[src/rtl/gshare_predictor.sv]
// gshare_predictor: global-history XOR PC indexed 2-bit counter predictor.
// Predicts each accepted branch, trains with the resolved outcome and keeps
// saturating branch / misprediction statistics.
module gshare_predictor #(
    parameter int unsigned HIST_BITS = 8,
    parameter int unsigned CNT_W     = 32
) (
    input  logic                 clk_i,
    input  logic                 reset_i,
    input  logic                 branch_valid_i,
    input  logic [63:0]          branch_address,
    input  logic                 real_ton,
    output logic                 prediction_o,
    output logic                 pred_valid_o,
    output logic                 mispredict_o,
    output logic [HIST_BITS-1:0] ghr_o,
    output logic [CNT_W-1:0]     branch_count_o,
    output logic [CNT_W-1:0]     mispredict_count_o
);

    localparam int unsigned PHT_N = 1 << HIST_BITS;

    logic [1:0]           r_pht [PHT_N];
    logic [HIST_BITS-1:0] r_ghr;
    logic                 r_pred;
    logic                 r_pred_valid;
    logic                 r_mispredict;
    logic [CNT_W-1:0]     r_branch_cnt;
    logic [CNT_W-1:0]     r_mispredict_cnt;

    logic [HIST_BITS-1:0] w_idx;
    logic [1:0]           w_entry;
    logic [1:0]           w_entry_next;
    logic                 w_pred;
    logic                 w_miss;
    logic                 w_unused_addr;

    // Upper PC bits do not participate in indexing
    assign w_unused_addr = ^branch_address[63:HIST_BITS];

    // Index with the pre-update history; read the pre-update counter
    assign w_idx   = branch_address[HIST_BITS-1:0] ^ r_ghr;
    assign w_entry = r_pht[w_idx];
    assign w_pred  = w_entry[1];
    assign w_miss  = w_pred ^ real_ton;

    // Saturating 2-bit counter update toward the resolved outcome
    always_comb begin
        w_entry_next = w_entry;
        if (real_ton && (w_entry != 2'b11)) begin
            w_entry_next = w_entry + 2'b01;
        end else if (!real_ton && (w_entry != 2'b00)) begin
            w_entry_next = w_entry - 2'b01;
        end
    end

    // Pattern history table: all entries weakly not-taken out of reset
    always_ff @(posedge clk_i or posedge reset_i) begin
        if (reset_i) begin
            r_pht <= '{default: 2'b01};
        end else if (branch_valid_i) begin
            r_pht[w_idx] <= w_entry_next;
        end
    end

    // Global history, per-branch result outputs and saturating statistics
    always_ff @(posedge clk_i or posedge reset_i) begin
        if (reset_i) begin
            r_ghr            <= '0;
            r_pred           <= 1'b0;
            r_pred_valid     <= 1'b0;
            r_mispredict     <= 1'b0;
            r_branch_cnt     <= '0;
            r_mispredict_cnt <= '0;
        end else if (branch_valid_i) begin
            r_ghr        <= {r_ghr[HIST_BITS-2:0], real_ton};
            r_pred       <= w_pred;
            r_pred_valid <= 1'b1;
            r_mispredict <= w_miss;
            if (r_branch_cnt != '1) begin
                r_branch_cnt <= r_branch_cnt + CNT_W'(1);
            end
            if (w_miss && (r_mispredict_cnt != '1)) begin
                r_mispredict_cnt <= r_mispredict_cnt + CNT_W'(1);
            end
        end else begin
            r_pred_valid <= 1'b0;
            r_mispredict <= 1'b0;
        end
    end

    assign prediction_o       = r_pred;
    assign pred_valid_o       = r_pred_valid;
    assign mispredict_o       = r_mispredict;
    assign ghr_o              = r_ghr;
    assign branch_count_o     = r_branch_cnt;
    assign mispredict_count_o = r_mispredict_cnt;

endmodule

[config.mk]
export PLATFORM = sky130hd
export DESIGN_NAME = gshare_predictor
export DESIGN_NICKNAME = d
export VERILOG_FILES = /design/src/rtl/gshare_predictor.sv
export SDC_FILE = /design/constraint.sdc
export NUM_CORES = 2
export LEC_CHECK = 0
export ABC_AREA = 1
export ABC_CLOCK_PERIOD_IN_PS = 38500
export CAP_MARGIN = 10
export CORE_MARGIN = 2
export CORE_UTILIZATION = 55
export CTS_CLUSTER_SIZE = 14
export DETAILED_ROUTE_END_ITERATION = 7
export HOLD_SLACK_MARGIN = 0.08
export PLACE_DENSITY = 0.7
export RECOVER_POWER = 50
export SYNTH_ARGS = -nofsm -noshare
export SYNTH_HDL_FRONTEND = slang
export SYNTH_SLANG_ARGS = --single-unit
[constraint.sdc]
create_clock -name clk_i -period 38.5 [get_ports clk_i]
set_input_delay 9.625 -clock clk_i [delete_from_list [all_inputs] [get_ports clk_i]]
set_output_delay 9.625 -clock clk_i [all_outputs]
set_load 0.01 [all_outputs]
After elaboration in Yosys (flattened, before gate mapping)

Index checks and enable logic that the tools add are counted.

Bits in latches: 0
Input bits: 68
Memory bits (writable): 0
ROM bits: 0
Memories kept: 0
Register bits after elaboration: 587
Logic and storage cells: 292

Add/subtract/negate cells: 4
Divide/modulo/power cells: 0
Multiply operators: 0
Reductions and logical operators: 8
Mux-type cells: 10
Eq/ne operators: 3
Shift-type cells: 0
Magnitude comparators: 2
Bitwise operators: 3

Operator list:

| operator                                                             | number |
|---|---|
| 512-bit bitwise mux                                                  | 1 |
| 32-bit by 1-bit adder with 32-bit output, second input constant      | 2 |
| 32-bit inequality test, second input constant                        | 2 |
| 2-bit binary-select mux with 8-bit select                            | 1 |
| 2-bit demux with 8-bit select                                        | 1 |
| 2-bit two-way mux                                                    | 5 |
| 9-bit greater-or-equal comparator, second input constant             | 1 |
| 9-bit by 1-bit < comparator with 1-bit output, second input constant | 1 |
| 8-bit NOT with 9-bit output                                          | 1 |
| 8-bit bitwise XOR                                                    | 1 |
| 1-bit logical AND                                                    | 4 |
| 2-bit AND reduction                                                  | 2 |
| 2-bit by 1-bit adder with 2-bit output, second input constant        | 1 |
| 1-bit two-way mux                                                    | 2 |
| 2-bit inequality test, second input constant                         | 1 |
| 2-bit nonzero test                                                   | 1 |
| 2-bit by 1-bit subtractor with 2-bit output, second input constant   | 1 |
| 1-bit logical NOT                                                    | 1 |
| 1-bit bitwise XOR                                                    | 1 |

Logic depth before layout (Yosys ltp)

Word-level depth: 10
Depth in mapped cells: 28
Depth with buffers taken out: 24

Worst setup path after synthesis

No wires, ideal clock.

Kind: input-to-reg
Start: input branch_address[0]
End: register r_pht[441] in the netlist's numbering
Arrival: 12.346 ns
Setup slack: 26.078 ns
Stages on the path: 24
Path buffers: 5
Path through: inv_2 -> nand2_2 -> nand2_2 -> buf_4 -> nor2_1 -> buf_4 -> buf_2 -> a22oi_1 -> nand2_1 -> nand2_1 -> nand2_1 -> nor2_1 -> nor2_1 -> nor2_1 -> nand3_1 -> nor2_1 -> inv_1 -> ha_1 -> inv_1 -> nand2_1 -> clkbuf_1 -> clkbuf_1 -> nand3_1 -> o21ai_1

Word-level cells in the longest chain between the ends: 10
Elaborated cells between the ends (all ways): 19
Those cells by class: add/sub: 2; order compare: 2; eq/ne: 1; mux: 8; bitwise: 2; reduce/logical: 4

RTL lines:

| item                                                                                | line   | text |
|---|---|---|
| start: declaration                                                                  | 11     | `input logic [63:0] branch_address,` |
| 8-bit bitwise XOR (*)                                                               | 42     | `assign w_idx = branch_address[HIST_BITS-1:0] ^ r_ghr;` |
| 8-bit NOT with 9-bit output (implied by the code) (*)                               | 43, 62 |  |
| branches (longest 7 deep; another with 2-bit by 1-bit subtractor with 2-bit output) | n/a    |  |
| 512-bit bitwise mux (*)                                                             | 62     | `r_pht[w_idx] <= w_entry_next;` |
| end signal: indexed assignment                                                      | 62     |  |
| end: declaration                                                                    | 23     | `logic [1:0] r_pht [PHT_N];` |

Every way passes the cells marked *. The select of a mux whose other input is x is not followed.
A chain may end at the register's enable or synchronous reset.

==> metrics.log <==
INFO  metric synth_enable_flop_cells = 0
INFO  metric crit_path_frequent_cell = clkbuf_1
INFO  metric max_slew.worst_pin.slew = 6.176 ns
INFO  metric start_util = between 50% and 60%
INFO  metric timing.fmax = between 50 and 60 MHz
INFO  metric syn-num-nets = between 4000 and 5000
INFO  metric post_drt_wl_per_cell = 19.31 µm
INFO  metric cts_resizes = 0
INFO  metric netlist.top_cell.by_area = dfrtp_1
INFO  metric rows = approximately 90
INFO  metric post_cts_setup_buffers = 0
INFO  metric multiInputGateArea = between 10000 and 15000 µm²
INFO  metric total_negative_setup_slacks = 0 ns
INFO  metric setup_repair_after_global_routing_missed_its_margin = false
INFO  metric die_h = 246.3 µm
INFO  metric pin_count = roughly 140
INFO  metric seqCellArea = around 15000 µm²
INFO  metric timing.final.crit_period = 19.57 ns
INFO  metric crit_path_end_kind = asynchronous set/reset pin
INFO  metric synthDominantCellAreaShare = around 26%
INFO  metric avgSynthCellArea = 7.111 µm²
INFO  metric utilization = 61.43%
INFO  metric placement.io_buffers = 86
INFO  metric grt_max_degree = roughly 210
INFO  metric area_growth_syn_to_layout = 10.01%
INFO  metric number_of_antenna_violations_at_the_first_check_in_global_routing = 1
INFO  metric worst_skew_pair.late_latency = 0.62 ns
INFO  metric route.detailed.drc = 0
INFO  metric cp.required = 38.29 ns
INFO  metric via_count = ~30000
INFO  metric cp-start-kind = input port
INFO  metric status = complete, but fails checks
INFO  metric cts_hold_buffers = 0
INFO  metric die-width = between 200 and 250 µm
INFO  metric design_area = roughly 36000 µm²
INFO  metric layout.filler_cells = around 5300
INFO  metric htree_levels = 3
INFO  metric clock_tree_buffer_depth = 3
INFO  metric routed_wl = 102.1 mm
INFO  metric cts_tree = built
INFO  metric worstPathMaxFanout = roughly 140
INFO  metric setup_violations = 0
INFO  metric cell_by_cell_listing_of_the_critical_path = dlygate4sd3_1 -> clkinvlp_2 -> clkbuf_1 -> clkbuf_1
INFO  metric floorplan.core_area = about 58000 µm²
INFO  metric grt.total_usage = approximately 34%
INFO  metric max-cap-violations = 11
INFO  metric timing.critical_path.arrival = around 19 ns
INFO  metric first_drt_iteration_drcs = between 3000 and 4000
INFO  metric cts.root.buffer_cell = clkbuf_16
INFO  metric gpl_wtd_cong = around 0.89
INFO  metric via_per_inst = about 5.7
INFO  metric timing.hold.worst.class = flip-flop to flip-flop
INFO  metric clock-sinks = 587
INFO  metric grt_overflow_total = 0
INFO  metric skew = about 0.024 ns
INFO  metric hpwlAfterDp = just under 60 mm
INFO  metric synth_cell_type_count = 30
INFO  metric drive_gt1_share = under 10%
INFO  metric leakage = 16.85 nW
INFO  metric warnings_from_yosys = 0
INFO  metric vias_in_the_first_global_route = between 20000 and 30000
INFO  metric design.final.nets = 4536
INFO  metric wire_length_of_the_first_global_routing_pass = 160.5 mm
INFO  metric placed_cell_area = roughly 33000 µm²
INFO  metric synthFlopType = dfrtp_1
INFO  metric post_synthesis_register_bit_count = a little under 600
INFO  metric worstSetupPathType = input port to asynchronous set/reset pin
INFO  metric mappedNetlistArea = between 30000 and 40000 µm²
INFO  metric slowest_delay = between 3 and 4 ns
INFO  metric cts-buffers-inserted = slightly below 70
INFO  metric post_synth_inst_count = between 4000 and 5000
INFO  metric failed_checks = capacitance limit, slew limit
INFO  metric first_pass_iters = 6
INFO  metric die_area = 60640 µm²
INFO  metric slew_headroom = -314.0%
INFO  metric hold_viol_final = 0
INFO  metric p_per_area = 58.65 nW/µm²
INFO  metric cpMaxStageDelayCell = clkinvlp_2
INFO  metric synth.area.top_cells = dfrtp_1 26%, dfstp_2 21%, nand2_1 19%
INFO  metric timing.final.max_slew_violations = ~790
INFO  metric synth.yosys.seq_area_share = a little under half
INFO  metric final_min_period_over_clock_period = roughly half
INFO  metric vdd.ir_drop.worst = around 0.053 mV
INFO  metric ant_nets = 0
INFO  metric async_flop_share = 100.0%
INFO  metric clk_transition_reported_paths = 0.06 ns
-- critical path, delay by kind of cell --
kind | cells | cell delay, ns
buf+inv | 4 | 9.56
-- synthesized netlist by cell type (5+ instances only) --
cell         n
clkinv_1    16
o21ai_1     41
nand2_1   1613
a22oi_1      8
nor4_1      10
inv_1      498
nand4_1    109
dfstp_2    256
clkbuf_4     5
nor3_1     177
nor2_1     258
clkbuf_1   105
nand2_2      5
dfrtp_1    331
xor2_1      44
o21ai_0    315
buf_2       83
buf_4       47
xnor2_1     24
inv_2        5
buf_1       29
nand3_1    542
-- cell usage in the layout (no fill, tap or decap), types with 2 or more instances in the layout --
cell type and count:
clkbuf_1 20, clkinv_1 16, nand3_1 541, inv_1 496, clkdlybuf4s50_1 9, nand2_2 3, xnor2_1 23, clkinvlp_2 2
dfrtp_1 331, o21ai_1 41, inv_2 5, nor2_4 7, dlygate4sd3_1 77, nor2_2 2, nor4_1 10, a22oi_1 8
buf_4 30, bufinv_16 5, o21ai_0 315, clkinvlp_4 3, clkinv_2 8, buf_12 2, dfstp_2 256, inv_6 6
clkbuf_8 23, ha_1 4, nand2_4 4, nand4_1 109, xor2_1 43, nor3_1 177, a21oi_1 2, nand2_1 1611
nor2_1 250, nand3b_1 4, clkbuf_16 68
-- through the flow --
stage / hold WS [ns] / instances / total power [mW] / setup WS [ns]
floorplan: 0.4407 / 4539 / 1.236 / 12.87
global placement: 0.4534 / 5159 / 1.388 / 21.49
detailed placement: 0.4563 / 5159 / 1.398 / 21.51
CTS: 0.4666 / 5284 / 2.078 / 22.11
global route: 0.4736 / 5284 / 2.182 / 17.01
finish: 0.4651 / 5285 / 2.083 / 18.93
-- kinds of logic (layout without fill, tap and decap cells) --
logic type                 after synthesis  after routing  share of synthesized area, %
DFF                                    587            587                         46.50
xor gates and xnor gates                68             68                         1.845
buffers and inverters                  792            772                         10.23
AOI/OAI and AO/OA                      367            367                         5.795
other                                    0              1                             0
and+or+nand+nor                       2721           2721                         35.48
adders and majority gates                4              4                        0.1551
-- power breakdown --
part / total, mW / switching, mW / leakage, nW / internal [mW]
logic: 0.545 / 0.409 / 9.58 / 0.136
clock network: 0.681 / 0.275 / 1.16 / 0.405
registers: 0.857 / 0.0616 / 6.12 / 0.796
-- final cells by class --
type	count	share of cell area [%]
diodes	1	0.007047
repair buffers	128	3.277
flip-flops and latches	587	42.27
clock inverters	24	0.8174
multi-input cells	3160	39.65
inverters	519	5.493
well taps	765	2.695
clock buffers	101	5.789
-- registers in the layout, summed over array words and instances, names as in the netlist --
register,flops
pred_valid_o,1
ghr_o,8
mispredict_o,1
r_pht,512
prediction_o,1
mispredict_count_o,32
branch_count_o,32
-- metal layers --
metal  wire length [µm]  up-vias  track usage, %
met5                  9        -               0
met2              45990     1372           52.28
li1                   -    14204               -
met4               3500        2           12.99
met3               9658      234           6.623
met1              42910    14394           47.06
-- final timing paths --
check                           slack [ns]                end  depth (start not counted)           start
worst max-delay path                 18.93         r_pht[419]                          4         reset_i
worst min-delay path                  0.47         r_pht[352]                          2      r_pht[352]
worst max register to register       30.96         r_pht[102]                         24        ghr_o[0]
worst min register to register        0.47         r_pht[352]                          2      r_pht[352]
max in group clk_i                   21.30         r_pht[157]                          9  branch_valid_i
min in group asynchronous            11.41  branch_count_o[2]                          2         reset_i
Power figures use the tool's default switching activity.
